[config.mk]
export PLATFORM = sky130hd
export DESIGN_NAME = bcd_to_bin_converter
export DESIGN_NICKNAME = d
export VERILOG_FILES = /design/src/rtl/bcd_pkg.sv /design/src/rtl/bcd_nibble_adjust.sv /design/src/rtl/bcd_to_bin_converter.sv
export SDC_FILE = /design/constraint.sdc
export NUM_CORES = 1
export LEC_CHECK = 0
export BUFFER_PORTS_ARGS = -buffer_cell sky130_fd_sc_hd__buf_2
export CAP_MARGIN = 10
export CORE_MARGIN = 2
export CORE_UTILIZATION = 25
export CTS_BUF_LIST = sky130_fd_sc_hd__clkbuf_8 sky130_fd_sc_hd__clkbuf_16
export DETAILED_ROUTE_END_ITERATION = 6
export HOLD_SLACK_MARGIN = 0.02
export SYNTH_ARGS = -nofsm -noshare
export SYNTH_HDL_FRONTEND = slang
export SYNTH_SLANG_ARGS = --single-unit
export TNS_END_PERCENT = 1
[constraint.sdc]
create_clock -name clock -period 2.56 [get_ports clock]
set_clock_uncertainty 0.1 [all_clocks]
set_input_delay 0.256 -clock clock [delete_from_list [all_inputs] [get_ports clock]]
set_output_delay 0.256 -clock clock [all_outputs]
set_load 0.05 [all_outputs]
[src/rtl/bcd_pkg.sv]
// -----------------------------------------------------------------------------
// bcd_pkg
// Shared definitions for the BCD <-> binary converters: default digit count and
// binary width, FSM state encoding, iteration-counter width and a digit check.
// No ports (package).
// -----------------------------------------------------------------------------
package bcd_pkg;

  localparam int DEF_DIGITS = 6;
  localparam int DEF_BIN_W  = 20;   // 20 bits holds 999999

  typedef enum logic [1:0] {
    ST_IDLE  = 2'd0,
    ST_SHIFT = 2'd1,
    ST_DONE  = 2'd2
  } state_e;

  // The counter runs 0 .. bin_w-1, so it needs clog2(bin_w) bits (at least 1).
  function automatic int cnt_width(input int bin_w);
    int w;
    w = $clog2(bin_w);
    if (w < 1) begin
      w = 1;
    end else begin
      w = w;
    end
    return w;
  endfunction

  localparam int DEF_CNT_W = cnt_width(DEF_BIN_W);

  // True when the nibble is a legal decimal digit.
  function automatic logic is_bcd_digit(input logic [3:0] nib);
    return (nib <= 4'd9);
  endfunction

endpackage

[src/rtl/bcd_nibble_adjust.sv]
// -----------------------------------------------------------------------------
// bcd_nibble_adjust
// Combinational correction cell for reverse double-dabble: a nibble that is
// >= 8 after the right shift has 3 subtracted, otherwise it passes through.
// Ports:
//   nib_in  [3:0] : shifted BCD nibble
//   nib_out [3:0] : corrected nibble
// -----------------------------------------------------------------------------
module bcd_nibble_adjust (
  input  logic [3:0] nib_in,
  output logic [3:0] nib_out
);

  // Subtract 3 from nibbles >= 8; the result is never negative since 8-3 = 5.
  always_comb begin
    if (nib_in >= 4'd8) begin
      nib_out = nib_in - 4'd3;
    end else begin
      nib_out = nib_in;
    end
  end

endmodule

[src/rtl/bcd_to_bin_converter.sv]
// -----------------------------------------------------------------------------
// bcd_to_bin_converter
// Sequential packed-BCD to binary converter using reverse double-dabble, one
// iteration per clock. Illegal digits (> 9) short-circuit straight to DONE with
// err set and a zero result.
// Ports:
//   clock          : system clock, rising edge
//   reset          : asynchronous, active-high
//   start          : conversion request, accepted in IDLE or DONE
//   bcd_in  [4*DIGITS-1:0] : packed BCD, MS digit in top nibble
//   bin_out [BIN_W-1:0]    : registered binary result
//   busy           : high while iterating
//   done           : one-cycle pulse, bin_out/err valid
//   err            : last accepted input contained an illegal digit
// -----------------------------------------------------------------------------
module bcd_to_bin_converter
  import bcd_pkg::*;
#(
  parameter int DIGITS = DEF_DIGITS,
  parameter int BIN_W  = DEF_BIN_W
) (
  input  logic                  clock,
  input  logic                  reset,
  input  logic                  start,
  input  logic [4*DIGITS-1:0]   bcd_in,
  output logic [BIN_W-1:0]      bin_out,
  output logic                  busy,
  output logic                  done,
  output logic                  err
);

  localparam int BCD_W  = 4 * DIGITS;
  localparam int WORK_W = BCD_W + BIN_W;
  localparam int CNT_W  = cnt_width(BIN_W);
  localparam logic [CNT_W-1:0] LAST_ITER = CNT_W'(BIN_W - 1);

  state_e              state_q, state_d;
  logic [WORK_W-1:0]   work_q, work_d;
  logic [CNT_W-1:0]    cnt_q, cnt_d;
  logic [BIN_W-1:0]    bin_q, bin_d;
  logic                busy_q, busy_d;
  logic                done_q, done_d;
  logic                err_q, err_d;

  logic [WORK_W-1:0]   work_shift_s;
  logic [BCD_W-1:0]    bcd_adj_s;
  logic [WORK_W-1:0]   work_iter_s;
  logic                bcd_ok_s;

  // The BCD field shifts its LSB into the top of the binary field each step.
  assign work_shift_s = work_q >> 1;

  genvar g;
  generate
    for (g = 0; g < DIGITS; g++) begin : g_adj
      bcd_nibble_adjust u_adj (
        .nib_in  (work_shift_s[BIN_W + 4*g +: 4]),
        .nib_out (bcd_adj_s[4*g +: 4])
      );
    end
  endgenerate

  assign work_iter_s = {bcd_adj_s, work_shift_s[BIN_W-1:0]};

  // Input legality: every nibble of bcd_in must be 0..9.
  always_comb begin
    bcd_ok_s = 1'b1;
    for (int i = 0; i < DIGITS; i++) begin
      if (!is_bcd_digit(bcd_in[4*i +: 4])) begin
        bcd_ok_s = 1'b0;
      end else begin
        bcd_ok_s = bcd_ok_s;
      end
    end
  end

  // Next-state and next-output logic for the converter FSM.
  always_comb begin
    state_d = state_q;
    work_d  = work_q;
    cnt_d   = cnt_q;
    bin_d   = bin_q;
    err_d   = err_q;
    busy_d  = busy_q;
    done_d  = 1'b0;
    case (state_q)
      ST_IDLE, ST_DONE: begin
        if (start) begin
          cnt_d = {CNT_W{1'b0}};
          if (bcd_ok_s) begin
            state_d = ST_SHIFT;
            work_d  = {bcd_in, {BIN_W{1'b0}}};
            busy_d  = 1'b1;
          end else begin
            // Illegal digit: report immediately without iterating.
            state_d = ST_DONE;
            bin_d   = {BIN_W{1'b0}};
            err_d   = 1'b1;
            done_d  = 1'b1;
            busy_d  = 1'b0;
          end
        end else begin
          state_d = ST_IDLE;
          busy_d  = 1'b0;
        end
      end
      ST_SHIFT: begin
        work_d = work_iter_s;
        if (cnt_q == LAST_ITER) begin
          // Final iteration: publish the binary field of this step's result.
          state_d = ST_DONE;
          bin_d   = work_iter_s[BIN_W-1:0];
          err_d   = 1'b0;
          done_d  = 1'b1;
          busy_d  = 1'b0;
        end else begin
          cnt_d = cnt_q + CNT_W'(1);
        end
      end
      default: begin
        state_d = ST_IDLE;
        busy_d  = 1'b0;
      end
    endcase
  end

  // State and output registers; reset aborts any conversion silently.
  always_ff @(posedge clock or posedge reset) begin
    if (reset) begin
      state_q <= ST_IDLE;
      work_q  <= {WORK_W{1'b0}};
      cnt_q   <= {CNT_W{1'b0}};
      bin_q   <= {BIN_W{1'b0}};
      busy_q  <= 1'b0;
      done_q  <= 1'b0;
      err_q   <= 1'b0;
    end else begin
      state_q <= state_d;
      work_q  <= work_d;
      cnt_q   <= cnt_d;
      bin_q   <= bin_d;
      busy_q  <= busy_d;
      done_q  <= done_d;
      err_q   <= err_d;
    end
  end

  assign bin_out = bin_q;
  assign busy    = busy_q;
  assign done    = done_q;
  assign err     = err_q;

endmodule

==> results, run 1 <==
- Of the total synthesized cell area, the portion taken by AND, OR, NAND and NOR gates is 0.117.
- The final HPWL from detailed placement is 5810 um.
- The element type at the critical path end is a flop.
- The fraction of the cycle the final worst path needs is 0.827.
- The final worst hold slack is 0.0966 ns.
- In the global route stage, overall resource usage came out at 0.126.
- Of the total synthesized cell area, the portion taken by full adders, half adders and majority gates is 0.0386.
- The clock period minus final worst setup slack is 2.12 ns.
- Power spread over the standard cell area amounts to 933 nW/um^2.
- The first global-routing pass estimated 14700 um of wire.
- The endpoint identified for the worst register-to-register timing path is work_q[36]$_DFFE_PP0P_.
- The synthesized-area fraction occupied by xor and xnor cells is 0.0319.
- The CTS tree is yes.
- The warning count from the yosys run is 0.
- The register clock-pin slew on the reported worst setup and hold paths is 0.05 ns.
- The hold path endpoint is work_q[36]$_DFFE_PP0P_.
- The cell count after synthesis came out at 348.
- For this run, the slowest stage of the critical path takes 0.55 ns.
- Setup violations remaining at the end of the flow were counted as 0.
- In the routed design, unresolved DRC markers number 3.
- Setup repair after global routing left no endpoint under its margin.
- After routing the design area is 4290 um^2.
- The worst min-delay path class is input pin to flop.
- In this run the number of cells on the critical path is 5.
- The vertical die dimension is 123 um.
- The hold violation count in the final report is 0.
- The number of placement rows is 43.
- The sum of negative setup slack is 0 ns.
- The starting density of the core is 0.257.
- From synthesis to final layout, the design area changed by 20.3%.
- Along the worst path, the maximum fanout reaches 26.
- The final number of max-transition violations is 0.
- The kind of cell with the highest combined delay on the critical path is simple AND/OR/NAND/NOR gates.
- The count of flip-flops with a built-in enable after synthesis is 0.
- The final weighted congestion in routability-driven placement is 0.775.
- The worst slack after detailed placement is 0.490 ns.
- Among all flip-flop cells after synthesis, the most frequent one is sky130_fd_sc_hd__dfrtp_1.
- Measured against the total synthesized area, the mux share comes to 0.0196.
- Averaged over all synthesized cells, the footprint is 10.2 um^2.
- The complex-gate fraction of the synthesized area was 0.221.
- The cell leakage power is 1.96 nW.
- The post-synthesis instance area is 3570 um^2.
- Counting along the longest clock path gives a buffer depth of 2.
- The final layout contains 431 nets.
- The launch instance of the worst register-to-register path is state_q[0]$_DFFE_PP0N_.
- The instance count after placement with tap cells included is 561.
- The die boundary width is 123 um.
- The signal on the critical path passes through nor2b_1, buf_4, nand3_1, o21ai_0, a31oi_1.
- The startpoint identified for the worst hold timing path is bcd_in[16].
- Among all stages on the critical path, the largest delay is contributed by sky130_fd_sc_hd__nand3_1.
- In this run the tool buffered the top-level ports with 49 buffer cells.
- The number of buffers inserted to repair setup after CTS is 0.
- Synthesis produced a netlist with a net count of 386.
- The worst max-slew margin expressed relative to the limit is 0.537.
- For this run, the register share of the synthesized area comes to 0.512.
- After synthesis, the netlist uses 39 different library cells.
- The clock drives 73 sinks.
- The fraction of registers with async set or reset after synthesis is 1.00.
- The total power is 4.00 mW.
- In this run the remaining antenna-violating nets after routing total 0.
- The flow ran to the end, but the final reports show violations.
- The area of the die is 15200 um^2.
- Summed over all layers, the global routing overflow is 0.
- The number of instances on the worst hold path is 3.
- The number of register bits inferred by synthesis is 73.
- The transition time at the pin with the least slew margin is 0.692 ns.
- The I/O pin count is 50.
- The final wirelength is 8620 um.
- The data required time of the worst path is 2.66 ns.
- The via count of the first global-routing pass is 2831.
- The number of fill cells in the layout is 1467.
- Buffers inserted during clock tree synthesis total 9.
- The setup slack on the worst flop-to-flop path is 0.44 ns.
- The initial antenna violation count is 0.
- The data arrival time of the critical path is 2.21 ns.
- The count of antenna diodes in the layout is 0.
- Using the TritonRoute via totals, the vias-per-cell ratio works out to 4.97.
- The max-capacitance violation count is 0.
- The total iterations of the first detailed-routing run is 7.
- Entering global routing, the biggest net connects 51 pins.
- At the end of the flow the core is filled with cells to 0.309.
- The number of buffer and inverter stages on the critical path is 1.
- The violation count after the first detailed-routing iteration is 194.
- After synthesis, the largest family of logic cells by area is compound AO/OA/AOI/OAI gates.
- The buffer type at the clock tree root is sky130_fd_sc_hd__clkbuf_16.
- After the flow finishes, the layout carries non-filler instances totaling 577.
- VDD sags by at most 0.340 mV.
- The core box area is 13900 um^2.
- The critical path is of the flop to flop type.
- In the final routed layout, each cell accounts on average for 14.9 um.
- The maximum level of the CTS H-tree is 3.
- The kind of launch point of the worst setup path is a flop.
- The overall via count from detail_route is 2866.
- The ratio of cells with drive above 1 in the final layout is 0.224.
- The clock insertion delay at the later pin of the skew report is 0.33 ns.
- The final worst setup slack is 0.443 ns.
- The fmax is 472 MHz.
- The number of cell instances on the worst register-to-register path is 5.
- The placed instances occupy a cell area of 3990 um^2.
- The checks that failed: DRC.
==> flip-flops by register name (all words and copies together) (netlist names) <==
signal and flops:
err 1, work_q 43, bin_out 20, done 1
busy 1, cnt_q 5, state_q 2
==> layer usage <==
layer	wire, um	share of wire	global-route usage
met1	3990	0.46	0.167
met2	3990	0.46	0.195
met3	521	0.060	0.0406
met4	126	0.015	0.0384
met5	0	0	0
==> power by group <==
part | switching [mW] | total (mW) | internal (mW)
registers | 0.344 | 1.83 | 1.48
clock network | 0.473 | 1.25 | 0.773
logic | 0.488 | 0.929 | 0.441
==> worst min-delay path, cell delays in order <==
cell and delay (ns):
sky130_fd_sc_hd__buf_2 0.10, sky130_fd_sc_hd__nand4_1 0.06, sky130_fd_sc_hd__a31oi_1 0.07
==> worst max path at each step <==
stage / slack [ns] / endpoint / startpoint
5_1_grt: 0.21 / work_q[32]$_DFFE_PP0P_ / state_q[0]$_DFFE_PP0N_
2_1_floorplan: 0.35 / bin_out[0]$_DFFE_PP0P_ / reset
3_5_place_dp: 0.49 / work_q[36]$_DFFE_PP0P_ / state_q[0]$_DFFE_PP0N_
3_3_place_gp: 0.53 / work_q[36]$_DFFE_PP0P_ / state_q[0]$_DFFE_PP0N_
6_report: 0.44 / work_q[36]$_DFFE_PP0P_ / state_q[0]$_DFFE_PP0N_
4_1_cts: 0.48 / work_q[36]$_DFFE_PP0P_ / state_q[0]$_DFFE_PP0N_
==> final cells by class <==
type	instances	area [um^2]	share of cell area
Clock buffer	10	239	0.0557
Tap cell	180	225	0.0525
Multi-Input combinational cell	229	1530	0.357
Inverter	22	82.6	0.0192
Sequential cell	73	1830	0.426
Timing Repair Buffer	58	328	0.0764
Clock inverter	5	56.3	0.0131
==> timing repair <==
| action | in CTS | in global routing |
|---|---|---|
| hold endpoints to repair | 23 | 0 |
| endpoints found under the setup margin | 0 | 0 |
| gates resized for setup | 0 | 0 |
| hold buffers | 1 | 0 |
==> kinds of logic (layout without fill, tap and decap cells) <==
group,Yosys count,after routing
AO/OA/AOI/OAI,114,114
AND/OR/NAND/NOR,84,84
flip-flops,73,73
buffers and inverters,46,95
XOR/XNOR,13,13
adder cells (fa/ha/maj),11,11
multiplexers,7,7
==> synthesized netlist by cell type (3+ instances only) <==
cell	n	area share
sky130_fd_sc_hd__a21oi_1	6	0.0084
sky130_fd_sc_hd__a22o_1	19	0.047
sky130_fd_sc_hd__a22oi_1	10	0.021
sky130_fd_sc_hd__a31oi_1	8	0.014
sky130_fd_sc_hd__a41oi_1	10	0.025
sky130_fd_sc_hd__buf_2	9	0.013
sky130_fd_sc_hd__buf_4	4	0.0084
sky130_fd_sc_hd__clkbuf_1	8	0.0084
sky130_fd_sc_hd__dfrtp_1	73	0.51
sky130_fd_sc_hd__ha_1	11	0.039
sky130_fd_sc_hd__inv_1	19	0.020
sky130_fd_sc_hd__inv_2	3	0.0032
sky130_fd_sc_hd__mux2i_1	7	0.020
sky130_fd_sc_hd__nand2_1	40	0.042
sky130_fd_sc_hd__nand3_1	3	0.0042
sky130_fd_sc_hd__nand4_1	12	0.021
sky130_fd_sc_hd__nor2_1	17	0.018
sky130_fd_sc_hd__o21ai_0	21	0.029
sky130_fd_sc_hd__o21ai_1	23	0.032
sky130_fd_sc_hd__o21ai_2	8	0.020
sky130_fd_sc_hd__o221a_1	5	0.016
sky130_fd_sc_hd__xnor2_1	5	0.012
sky130_fd_sc_hd__xor2_1	8	0.020
==> layout by cell type (no fill, tap or decap), types with 11 or more instances in the layout <==
cell type / Yosys / layout
sky130_fd_sc_hd__dfrtp_1: 73 / 73
sky130_fd_sc_hd__buf_2: 9 / 49
sky130_fd_sc_hd__nand2_1: 40 / 40
sky130_fd_sc_hd__o21ai_1: 23 / 23
sky130_fd_sc_hd__o21ai_0: 21 / 21
sky130_fd_sc_hd__a22o_1: 19 / 19
sky130_fd_sc_hd__inv_1: 19 / 18
sky130_fd_sc_hd__nor2_1: 17 / 17
sky130_fd_sc_hd__nand4_1: 12 / 12
sky130_fd_sc_hd__ha_1: 11 / 11
(Power assumes the default switching activity.)
==> run 2: changes to the inputs <==
clock period = 1.7 ns   (was 2.56 ns; I/O delays follow)
==> results, run 2 (synthesis results as in run 1) <==
- The fraction of the cycle the final worst path needs came to 0.950 (+0.123).
- The count of antenna diodes in the layout is 0 (unchanged).
- The final net count is 450 (+4.4%).
- The routing usage on met3 came to 0.0327 (-0.00784).
- In this run the clock root is driven by a sky130_fd_sc_hd__clkbuf_16.
- The remaining antenna violation count is 0 (unchanged).
- The core box area was 13900 um^2 (unchanged).
- The number of fill cells in the layout came to 1432 (-2.4%).
- The total iterations of the first detailed-routing run came to 5 (-2).
- The number of clock sinks seen by CTS is 73 (unchanged).
- The transition time at the pin with the least slew margin came to 0.583 ns (-0.109 ns).
- The critical-path maximum fanout is 9 (-65%).
- The final weighted congestion in routability-driven placement was 0.801 (+3.4%).
- The final wirelength is 8950 um (+3.7%).
- The clock insertion delay at the later pin of the skew report was 0.33 ns (about the same).
- The number of buffer and inverter stages on the critical path was 2 (+1).
- The total setup violations reported at the end of the flow came to 0 (unchanged).
- The most frequent standard cell in the layout excluding fill and tap cells is sky130_fd_sc_hd__dfrtp_1.
- The wire length of the first global-routing pass is 15000 um (+2.2%).
- The data arrival time of the critical path was 1.78 ns (-0.43 ns).
- The maximum level of the CTS H-tree is 3 (unchanged).
- The I/O pin count was 50 (unchanged).
- The area of the die came to 15200 um^2 (unchanged).
- The run finished with clean final reports.
- STA classifies the critical path endpoint as a flop.
- The layer flagged by global routing as most heavily used is met2.
- The worst min-delay path class is input pin to flop.
- The worst ir drop on vdd was 0.567 mV (+67%).
- The number of buffers inserted by port buffering is 49 (unchanged).
- The worst max-slew margin expressed relative to the limit is 0.610 (+0.0729).
- The ratio of cells with drive above 1 in the final layout was 0.254 (+0.0300).
- The area occupied by registers was 1830 um^2 (unchanged).
- The number of standard cells in the final layout excluding fillers was 597 (+3.5%).
- The clock period minus final worst setup slack is 1.61 ns (-0.502 ns).
- The largest net degree at the start of global routing is 33 (-35%).
- The global-route usage over all layers came to 0.129 (+0.00294).
- The fmax came to 619 MHz (+31%).
- The most flop-heavy register is work_q.
- The final HPWL from detailed placement was 6300 um (+8.5%).
- The kind of launch point of the worst setup path is a flop.
- The number of placement rows is 43 (unchanged).
- The overall via count from detail_route came to 2890 (+0.84%).
- The critical path's most frequent cell is sky130_fd_sc_hd__buf_4.
- The final number of max-transition violations is 0 (unchanged).
- The CTS buffer count was 9 (unchanged).
- The register clock-pin slew on the reported worst setup and hold paths came to 0.06 ns (about the same).
- The multi-input combinational cell area is 1530 um^2 (-0.33%).
- The max-capacitance violation count is 0 (unchanged).
- The count of instances resized after the clock tree is built came to 0 (unchanged).
- The average wire per cell in the routed design is 15.0 um (+0.26%).
- The mean number of vias per cell is 4.84 (-2.5%).
- The total global routing overflow was 0 (unchanged).
- The sum of negative setup slack is 0 ns (unchanged).
- The kind of cell with the highest combined delay on the critical path is flip-flops.
- The number of buffers inserted to repair setup after CTS is 0 (unchanged).
- The met1 demand-to-capacity share in global routing is 0.171 (+0.00360).
- The setup slack on the worst flop-to-flop path came to 0.09 ns (-0.36 ns).
- The power density over cell area is 1380 nW/um^2 (+47%).
- The final standard cell utilization of the core is 0.325 (+0.0159).
- The critical path is of the flop to flop type.
- The initial antenna violation count is 0 (unchanged).
- The starting density of the core is 0.257 (unchanged).
- The data required time of the worst path is 1.87 ns (-0.79 ns).
- The DRC violation count after routing was 0 (-3).
- TritonCTS built the clock tree.
- From synthesis to final layout, the design area changed by 26.5%.
- The cell leakage power is 2.08 nW (+5.8%).
- The largest buffer count on any clock path is 2 (unchanged).
- The violation count after the first detailed-routing iteration is 178 (-8.2%).
- The standard cell with the maximum stage delay on the critical path is sky130_fd_sc_hd__dfrtp_1.
- The flip-flop count of the largest register, all copies and words added is 43 (unchanged).
- Setup repair after global routing left no endpoint under its margin.
- The delay of the slowest critical-path stage is 0.40 ns (-0.15 ns).
- The hold violation count in the final report is 0 (unchanged).
- The instance count after placement with tap cells included is 578 (+3.0%).
- In the layout the commonest cells are sky130_fd_sc_hd__dfrtp_1, sky130_fd_sc_hd__buf_2, sky130_fd_sc_hd__nand2_1.
- The met2 usage is 0.199 (+0.00378).
- The vertical die dimension is 123 um (unchanged).
- The die boundary width is 123 um (unchanged).
- The via count of the first global-routing pass is 2847 (+0.57%).
- The signal on the critical path passes through nor2b_1, buf_4, nand3_1, o21ai_2, buf_4, o221a_1.
run 2: worst paths after layout:
check	from	to	cells after the start
setup / recovery	state_q[0]$_DFFE_PP0N_	work_q[23]$_DFFE_PP0P_	6
hold / removal	bcd_in[8]	work_q[28]$_DFFE_PP0P_	3
setup reg to reg	state_q[0]$_DFFE_PP0N_	work_q[23]$_DFFE_PP0P_	6
hold reg to reg	err$_DFFE_PP0P_	err$_DFFE_PP0P_	1
max in group asynchronous	reset	bin_out[1]$_DFFE_PP0P_	4
min in group asynchronous	reset	cnt_q[3]$_DFFE_PP0P_	3
run 2: timing repair:
item                       in CTS  in global routing
setup endpoints to repair       0                  0
hold buffers                    3                  0
hold endpoints to repair       23                  0
run 2: area by class of cell:
| cell class | instances | area share |
|---|---|---|
| timing repair buffer | 77 | 0.117 |
| clock buffer | 9 | 0.0499 |
| inverter | 22 | 0.0191 |
| clock inverter | 7 | 0.0208 |
| sequential | 73 | 0.405 |
| multi-input combinational | 229 | 0.339 |
| tap | 180 | 0.0499 |
run 2: metrics by stage:
step           hold slack (ns)  setup WS [ns]  instance area [um^2]  power (mW)
6_report                0.0282         0.0853                  4510        6.21
5_1_grt                 0.0378        0.00237                  4510        6.66
4_1_cts                 0.0206          0.101                  4510        6.26
3_5_place_dp             0.175         0.0663                  4160        4.20
3_3_place_gp             0.170          0.105                  4160        4.12
2_1_floorplan            0.208          0.172                  3570        3.76
run 2: power breakdown:
group	leakage (nW)	internal, mW	switching, mW
clock network	0.157	1.28	0.746
logic	0.993	0.702	0.729
registers	0.926	2.23	0.511
total	2.08	4.22	1.99
run 2: worst register-to-register path, stage by stage, from the launching register on:
cell and delay (ns):
sky130_fd_sc_hd__dfrtp_1 0.40, sky130_fd_sc_hd__nor2b_1 0.14, sky130_fd_sc_hd__buf_4 0.20, sky130_fd_sc_hd__nand3_1 0.18, sky130_fd_sc_hd__o21ai_2 0.19, sky130_fd_sc_hd__buf_4 0.16
sky130_fd_sc_hd__o221a_1 0.18
run 2: layer usage:
metal / part of all wire / vias up
li1: - / 1381
met1: 0.47 / 1411
met2: 0.45 / 81
met3: 0.051 / 17
met4: 0.024 / 0
met5: 0 / -
==> run 3: changes to the inputs <==
CORE_UTILIZATION = 35   (was 25)
==> results, run 3 (synthesis results as in run 1) <==
- The total setup violations reported at the end of the flow is 0 (unchanged).
- The area growth from synthesis to layout is 23.0%.
- The run finished with clean final reports.
- The worst setup path is launched from an input pin.
- The cell area after placement is 4040 um^2 (-3.0%).
- The total global routing overflow was 0 (unchanged).
- The I/O pin count came to 50 (unchanged).
- The DRC violation count after routing is 0 (unchanged).
- The maximum level of the CTS H-tree is 3 (unchanged).
- The global-route usage over all layers came to 0.163 (+0.0343).
- The library cell used most frequently in the layout, excluding fill and tap cells, is sky130_fd_sc_hd__dfrtp_1.
- The number of cell instances on the worst register-to-register path is 6 (unchanged).
- The data arrival time of the critical path was 1.77 ns (about the same).
- The critical-path maximum fanout was 7 (-2).
- The buffer type at the clock tree root is sky130_fd_sc_hd__clkbuf_8.
- The register clock-pin slew on the reported worst setup and hold paths is 0.08 ns (+0.02 ns).
- The number of instances on the worst hold path is 2 (-1).
- The final wirelength was 8420 um (-5.8%).
- The final number of max-transition violations is 0 (unchanged).
- The hold violation count in the final report is 0 (unchanged).
- The hold path endpoint is work_q[27]$_DFFE_PP0P_.
- The sum of negative setup slack is 0 ns (unchanged).
- The max-capacitance violation count came to 0 (unchanged).
- The setup slack on the worst flop-to-flop path is 0.09 ns (about the same).
- The transition time at the pin with the least slew margin is 0.396 ns (-0.188 ns).
- The final standard cell area without fillers is 4390 um^2 (-2.8%).
- The remaining antenna violation count is 0 (unchanged).
- The launch instance of the worst register-to-register path is cnt_q[0]$_DFFE_PP0P_.
- The violation count after the first detailed-routing iteration was 218 (+22%).
- By startpoint and endpoint, the worst setup path is classified as input pin to flop.
- The instance count after placement with tap cells included is 523 (-9.5%).
- The starting density of the core is 0.363 (+0.106).
- The worst ir drop on vdd came to 0.531 mV (-6.2%).
- The total power is 5.69 mW (-8.3%).
- The number of buffers inserted by port buffering is 49 (unchanged).
- The number of fill cells in the layout is 961 (-33%).
- The wire length of the first global-routing pass is 14200 um (-5.4%).
- The mean number of vias per cell is 5.23 (+8.0%).
- The die boundary width came to 105 um (-15%).
- The worst register-to-register path ends at bin_out[19]$_DFFE_PP0P_.
- Setup repair after global routing left no endpoint under its margin.
- The core box area is 9820 um^2 (-29%).
- The number of standard cells in the final layout excluding fillers is 550 (-7.9%).
- The fmax came to 609 MHz (-1.6%).
- The vertical die dimension is 105 um (-15%).
- The element type at the critical path end is a flop.
- The ratio of cells with drive above 1 in the final layout was 0.240 (-0.0144).
- The overall via count from detail_route is 2876 (-0.48%).
- The final net count came to 450 (unchanged).
- The largest buffer count on any clock path is 2 (unchanged).
- The average wire per cell in the routed design is 15.3 um (+2.2%).
- The final HPWL from detailed placement is 5590 um (-11%).
- The flip-flop count of the largest register, all copies and words added is 43 (unchanged).
- The number of buffers inserted to repair setup after CTS was 0 (unchanged).
- The number of placement rows was 36 (-16%).
- The CTS buffer count is 9 (unchanged).
- The startpoint identified for the worst hold timing path is bcd_in[7].
- The area of the die was 11000 um^2 (-28%).
- Leaving out fill and tap cells, the most frequent cells in the layout are sky130_fd_sc_hd__dfrtp_1, sky130_fd_sc_hd__buf_2, sky130_fd_sc_hd__nand2_1.
- The data required time of the worst path is 1.83 ns (-0.04 ns).
- The number of clock sinks seen by CTS is 73 (unchanged).
- work_q holds more flip-flops than any other register.
- The count of antenna diodes in the layout is 0 (unchanged).
- The largest net degree at the start of global routing came to 74 (+120%).
- The clock insertion delay at the later pin of the skew report is 0.35 ns (+0.02 ns).
- The via count of the first global-routing pass is 2813 (-1.2%).
- The CTS tree is yes.
- The worst max-slew margin expressed relative to the limit was 0.736 (+0.126).
- The worst hold path belongs to the class input pin to flop.
- The initial antenna violation count is 0 (unchanged).
- The clock period minus final worst setup slack is 1.64 ns (+0.0269 ns).
- The cell leakage power is 2.02 nW (-2.6%).
- The final standard cell utilization of the core is 0.447 (+0.122).
- The fraction of the cycle the final worst path needs is 0.966 (+0.0158).
- The final weighted congestion in routability-driven placement was 0.778 (-2.9%).
- The power density over cell area is 1300 nW/um^2 (-5.7%).
- The total iterations of the first detailed-routing run is 5 (unchanged).
==> run 3: changes by cell type in the layout (fill, tap and decap cells not counted), moves of 2 or more <==
cell	change
sky130_fd_sc_hd__buf_4	-7
sky130_fd_sc_hd__clkbuf_8	+9
sky130_fd_sc_hd__o21ai_2	-2
sky130_fd_sc_hd__clkbuf_16	-9
sky130_fd_sc_hd__dlygate4sd3_1	+8
sky130_fd_sc_hd__o21ai_4	+2
==> run 3: worst max path at each step <==
stage                      startpoint                      to  slack (ns)  cells after the start
5_1_grt                    bcd_in[15]  work_q[33]$_DFFE_PP0P_       0.007                      7
6_report                   bcd_in[15]  work_q[23]$_DFFE_PP0P_        0.06                      6
3_3_place_gp   state_q[0]$_DFFE_PP0N_  work_q[35]$_DFFE_PP0P_        0.11                      4
2_1_floorplan    cnt_q[0]$_DFFE_PP0P_  bin_out[0]$_DFFE_PP0P_        0.17                      6
4_1_cts        state_q[0]$_DFFE_PP0N_  work_q[23]$_DFFE_PP0P_        0.02                      4
3_5_place_dp   state_q[0]$_DFFE_PP0N_  work_q[39]$_DFFE_PP0P_        0.07                      4
==> run 3: per-stage QoR <==
step	hold WS [ns]	worst slack, ns
CTS	0.0231	0.0188
global route	0.0329	0.00694
global placement	0.209	0.108
floorplan	0.208	0.172
finish	0.0491	0.0584
detailed placement	0.220	0.0650
==> run 3: report_power, final <==
part           total [mW]  switching (mW)  internal, mW
Sequential           2.75           0.521          2.23
Clock                1.51           0.685         0.826
Combinational        1.43           0.725         0.705
==> run 3: what timing repair did <==
action                                  CTS  global route
gates resized for setup                   0             4
endpoints found under the setup margin    0            18
hold buffers                             11             0
hold endpoints to repair                 83             0
==> run 3: critical path, stage by stage <==
cell	delay, ns
sky130_fd_sc_hd__dlygate4sd3_1	0.53
sky130_fd_sc_hd__buf_2	0.14
sky130_fd_sc_hd__o21ai_2	0.11
sky130_fd_sc_hd__and4_4	0.33
sky130_fd_sc_hd__nand3_2	0.19
sky130_fd_sc_hd__o221a_1	0.30
==> run 3: layout make-up <==
type	instances	area, um^2	share of cell area
clock inverter	7	96.3	0.0220
clock buffer	9	124	0.0282
tap	133	166	0.0379
timing repair buffer	77	533	0.122
multi-input combinational	229	1550	0.354
inverter	22	86.3	0.0197
sequential	73	1830	0.417
==> run 3: layer usage <==
layer	up-vias	global-route usage	routed length, um
met5	-	0	0
met4	0	0.0629	123
met3	8	0.0381	410
met2	74	0.250	3940
met1	1410	0.224	3940
li1	1384	-	-
